--- src/rtl/lfsr_window_mon.sv ---
// Loss-of-lock window monitor and saturating error counter
// for the LFSR sync checker.
module lfsr_window_mon #(
   parameter int WIN_LEN   = 64,
   parameter int ERR_LIMIT = 4,
   parameter int CNT_W     = 16
) (
   input  logic             clk,
   input  logic             rst,
   input  logic             tick,
   input  logic             err,
   input  logic             clear_cnt,
   input  logic             arm,
   output logic             drop_lock,
   output logic [CNT_W-1:0] err_count
);

   localparam int WB_W = $clog2(WIN_LEN + 1);
   localparam int WE_W = $clog2(ERR_LIMIT + 1);
   localparam logic [WB_W-1:0] WB_LAST = WB_W'(WIN_LEN - 1);
   localparam logic [WE_W-1:0] WE_MAX  = WE_W'(ERR_LIMIT);

   logic [WB_W-1:0]  win_bits_q, win_bits_d;
   logic [WE_W-1:0]  win_errs_q, win_errs_d;
   logic [WE_W-1:0]  errs_inc;
   logic [CNT_W-1:0] cnt_q, cnt_d;
   logic             hit;

   assign hit = tick && err;

   always_comb begin
      errs_inc = win_errs_q;
      if (hit && win_errs_q != WE_MAX) begin
         errs_inc = win_errs_q + WE_W'(1);
      end
      drop_lock  = hit && (errs_inc == WE_MAX);
      win_bits_d = win_bits_q;
      win_errs_d = win_errs_q;
      if (arm) begin
         win_bits_d = '0;
         win_errs_d = '0;
      end else if (tick) begin
         // The last bit of a window is counted, then the window restarts
         if (win_bits_q == WB_LAST) begin
            win_bits_d = '0;
            win_errs_d = '0;
         end else begin
            win_bits_d = win_bits_q + WB_W'(1);
            win_errs_d = errs_inc;
         end
      end
      cnt_d = clear_cnt ? '0 : cnt_q;
      if (hit && cnt_d != '1) begin
         cnt_d = cnt_d + CNT_W'(1);
      end
   end

   always_ff @(posedge clk or negedge rst) begin
      if (!rst) begin
         win_bits_q <= '0;
         win_errs_q <= '0;
         cnt_q      <= '0;
      end else begin
         win_bits_q <= win_bits_d;
         win_errs_q <= win_errs_d;
         cnt_q      <= cnt_d;
      end
   end

   assign err_count = cnt_q;

endmodule

--- config.mk ---
export PLATFORM = sky130hd
export DESIGN_NAME = lfsr_window_mon
export DESIGN_NICKNAME = d
export VERILOG_FILES = /design/src/rtl/lfsr_window_mon.sv
export SDC_FILE = /design/constraint.sdc
export NUM_CORES = 1
export LEC_CHECK = 0
export ABC_AREA = 1
export CAP_MARGIN = 10
export CORE_ASPECT_RATIO = 1.75
export CORE_MARGIN = 2
export CORE_UTILIZATION = 56
export CTS_CLUSTER_DIAMETER = 30
export CTS_CLUSTER_SIZE = 28
export DETAILED_ROUTE_END_ITERATION = 7
export GPL_TIMING_DRIVEN = 0
export PLACE_DENSITY = 0.87
export SLEW_MARGIN = 25
export SYNTH_ARGS = -nofsm -noshare
export SYNTH_HDL_FRONTEND = slang
export SYNTH_SLANG_ARGS = --single-unit
--- constraint.sdc ---
create_clock -name clk -period 3 [get_ports clk]
set_input_delay 0.6 -clock clk [delete_from_list [all_inputs] [get_ports clk]]
set_output_delay 0.6 -clock clk [all_outputs]
set_load 0.02 [all_outputs]
# --- Word level (Yosys, flattened, before mapping) ---
# Index checks and enable logic that the tools add are counted.
totals:
  register_bits: 26
  input_bits: 6
  out_inout_bits: 17
  elab_cells: 24
classes:
  n_addsub: 3
  eq_ne: 4
  muxes: 9
  n_reduce_logical: 5
op_table:
  columns: ["operator", "count"]
  rows:
  - ["16-bit 2-to-1 mux", 2]
  - ["7-bit 2-to-1 mux", 3]
  - ["16-bit by 1-bit adder with 16-bit output, second input constant", 1]
  - ["16-bit inequality test, second input constant", 1]
  - ["3-bit 2-to-1 mux", 4]
  - ["7-bit by 1-bit adder with 7-bit output, second input constant", 1]
  - ["7-bit by 6-bit equality test with 1-bit output, second input constant", 1]
  - ["1-bit logical AND", 4]
  - ["3-bit by 1-bit adder with 3-bit output, second input constant", 1]
  - ["3-bit equality test, second input constant", 1]
  - ["3-bit inequality test, second input constant", 1]
  - ["2-bit nonzero test", 1]

# --- Longest topological paths before layout ---
logic_depth:
  word_depth: 6
  depth_mapped: 11
  mapped_depth_nobuf: 10

# --- Worst setup path after synthesis ---
# Ideal clock, no wire load.
synth_path:
  path_kind: "in2out"
  from: "input err"
  to: "output drop_lock"
  arrival_ps: 1679
  required_ps: 2400
  path_slack_ps: 721
  path_stages: 6
  path_buffers: 0
  cell_sequence: "nand2_1 > inv_1 > nand2_1 > o21ai_0 > nand2_1 > nor3_1"
synth_between:
  elab_chain_len: 5
synth_lines:
  columns: ["item", "line", "rtl"]
  rows:
  - ["start: declaration", "11", "input logic err,"]
  - ["1-bit logical AND *", "29", "assign hit = tick && err;"]
  - ["1-bit logical AND", "33", "if (hit && win_errs_q != WE_MAX) begin"]
  - ["3-bit 2-to-1 mux", "33", null]
  - ["3-bit equality test", "36", "drop_lock = hit && (errs_inc == WE_MAX);"]
  - ["1-bit logical AND *", "36", null]
  - ["end: declaration", "14", "output logic drop_lock,"]
# Mark *: on every way between the ends. The rest lies on a longest branch, timed or not.

# --- Worst setup path after layout ---
layout_path:
  from: "input tick"
  to: "output drop_lock"
layout_between:
  elab_chain_len: 5
layout_lines:
  columns: ["item", "line", "rtl"]
  rows:
  - ["start: declaration", "10", "input logic tick,"]
  - ["1-bit logical AND *", "29", null]
  - ["1-bit logical AND", "33", null]
  - ["3-bit 2-to-1 mux", "33", null]
  - ["3-bit equality test", "36", null]
  - ["1-bit logical AND *", "36", null]
# Marks and branches as above.

==> results_dict.tcl <==
set metrics [dict create \
    hold_viol_final 0 \
    n_antenna_cell 0 \
    drc 0 \
    antenna_found_initial 0 \
    finalPower_mw 0.663 \
    pre_cts_ws_ns -0.454 \
    die_height_um 75.5 \
    synth_edf_count 0 \
    htree_levels 1 \
    core_mm2 0.00286 \
    slew_violations 0 \
    period_minus_slack_ns 2.89 \
    reg2reg_slack_ns 1.42 \
    clk_pin_slew_ns 0.09 \
    syn_avg_cell_area_um2 7.05 \
    p_leak_nw 0.932 \
    setup_viol 0 \
    arrival_ns 2.29 \
    cap_viol_max_count 0 \
    synthCells 232 \
    io_pins 23 \
    synth.top_cells.by_count "nand2_1 (74), inv_1 (32), nor2_1 (28)" \
    yosys_warnings 0 \
    ant_nets 0 \
    grt_start_max_net_pins 27 \
    cp.required_ns 2.40 \
    fin_crit_sh 0.963 \
    crit_slowest_cell "clkdlybuf4s50_1" \
    status "finished, final reports clean" \
    syn-cell-area_mm2 0.00164 \
    post_drt_via_cell_ratio 5.44 \
    die-area_mm2 0.00339 \
    n_fill_cell 250 \
    cts_setup_buffers 0 \
    grt_pass1_vias 1432 \
    path_common_cell "nand2_1" \
    initial_core_util 0.572 \
    clk_latency_ns 0.28 \
    cts_buffers 3 \
    synth_flop_cell "dfrtp_1" \
    cts_hold_buf 0 \
    rows 26 \
    worstPathCellList "clkdlybuf4s50_1 -> nand2_1 -> inv_4 -> nand2_1 -> o21ai_2 -> nand2_1 -> nor3_2 -> clkdlybuf4s15_2" \
    final_layout_size_suffix_gt1_frac 0.0930 \
    synth.distinct_cells 25 \
    async_flop_share 1.00 \
    fmax_mhz 346 \
    reg2regPathDepth 9 \
    cts_root_buffer "clkbuf_8" \
    cts_resized 6 \
    grt_pass1_wl_mm 6.07 \
    seq_area_frac_synth 0.398 \
    synthTopCellsByArea "dfrtp_1 (40%), nand2_1 (17%), inv_1 (7.3%)" \
    cp-end-kind "primary output" \
    clockBufferDepth 2 \
    synth_seq_cells 26 \
    track_usage 0.245 \
    yosysTopAreaCell "dfrtp_1" \
    peakVddDrop_v 0.000278 \
    first_pass_iters 4 \
    synthToLayoutAreaGrowth_pct 19.4 \
    cp_max_fo 6 \
    gr-total-overflow 0 \
    holdWs_ns 0.314 \
    gp_congestion 0.952 \
    path_class "primary input to primary output" \
    multiInputGateArea_um2 836 \
    yosysMostFrequentCell "nand2_1" \
    skew_ns 0.00337 \
    nNetsFinal 268 \
    hp-class "primary input to async pin" \
    power-per-cell-area_mw_per_mm2 339 \
    relSlewSlack 0.603 \
    cts_tree "built" \
    place_hpwl_mm 2.64 \
    r2r-end "err_count[8]$_DFF_PN0_" \
    register_area_um2 651 \
    layout_setup_ws_ns 0.111 \
    vias 1555 \
    start_kind "primary input" \
    fp.dieW_um 44.9 \
    wl_mm 3.67 \
    worstReg2RegStart "err_count[3]$_DFF_PN0_" \
    synth_top_area_share 0.398 \
    cts_sinks 26 \
    port-buffer-count 22 \
    drt_first_iter_violations 62 \
    slowest_delay_ns 0.56 \
    wl_per_cell_um 12.8 \
    syn_nets 241 \
    worstMarginPinSlew_ns 0.596 \
]
cell usage in the layout, fill, tap and decap left out, types with 2 or more instances in the layout:
cell	n
nand2_2	2
o21ai_0	7
xnor2_1	5
nand2_1	74
ha_1	3
o21ai_1	3
nor3_1	3
inv_2	3
inv_1	31
nor2_1	28
clkdlybuf4s50_1	20
buf_2	2
nand3_2	3
nand4_1	6
nand3_1	16
dfrtp_1	26
nand3b_1	2
a21oi_1	3
clkbuf_8	4
xor2_1	4
nand2_4	2
buf_6	2
logic make-up after synthesis:
logic type | Yosys count | share of synthesized area
XOR/XNOR | 9 | 0.0482
buffers and inverters | 38 | 0.0971
flip-flops | 26 | 0.398
AND/OR/NAND/NOR | 139 | 0.378
adder cells (fa/ha/maj) | 3 | 0.0229
AO/OA/AOI/OAI | 17 | 0.0566
final cells by class:
class	instances	share of cell area
buffer	3	0.0141
clock buffer	4	0.0282
inverter	35	0.0685
multi-input combinational	168	0.428
sequential	26	0.333
tap	28	0.0179
timing repair buffer	22	0.111
metal layers:
| layer | track usage | vias to the layer above | wire length [µm] |
|---|---|---|---|
| met5 | 0 | - | 0 |
| met4 | 0.131 | 0 | 105 |
| met3 | 0.0166 | 9 | 144 |
| met2 | 0.451 | 55 | 2020 |
| met1 | 0.272 | 714 | 1400 |
| li1 | - | 777 | - |
power breakdown:
part	total [mW]	switching, mW	internal [mW]
Clock	0.237	0.119	0.118
Combinational	0.0650	0.0428	0.0222
Sequential	0.361	0.00493	0.356
Total	0.663	0.167	0.496
state kept, by name (all words and copies together) (netlist names):
| signal | cells |
|---|---|
| win_bits_q | 7 |
| win_errs_q | 3 |
| err_count | 16 |
stage by stage:
step           cells  utilization  area (µm²)  TNS [ns]
3_5_place_dp     282        0.659        1890    -0.454
3_3_place_gp     282        0.661        1890    -0.385
4_1_cts          286        0.679        1940         0
6_report         286        0.683        1950         0
2_1_floorplan    232            -        1640         0
5_1_grt          286        0.683        1950   -0.0248
worst max-delay path by stage:
stage,startpoint,endpoint,slack [ns],cells after the start
final,tick,drop_lock,0.11,8
after detailed placement,tick,drop_lock,-0.45,8
after floorplan,err,drop_lock,0.72,6
after global placement,tick,drop_lock,-0.39,8
after global routing,tick,drop_lock,-0.02,8
after CTS,tick,drop_lock,0.06,8
worst max-delay path: cells and delay by family:
kind	cells	cell delay, ns
buffers and inverters	3	0.98
and+or+nand+nor	4	0.55
AOI/OAI and AO/OA	1	0.16
Note: power is estimated with default switching activity, not from simulation.
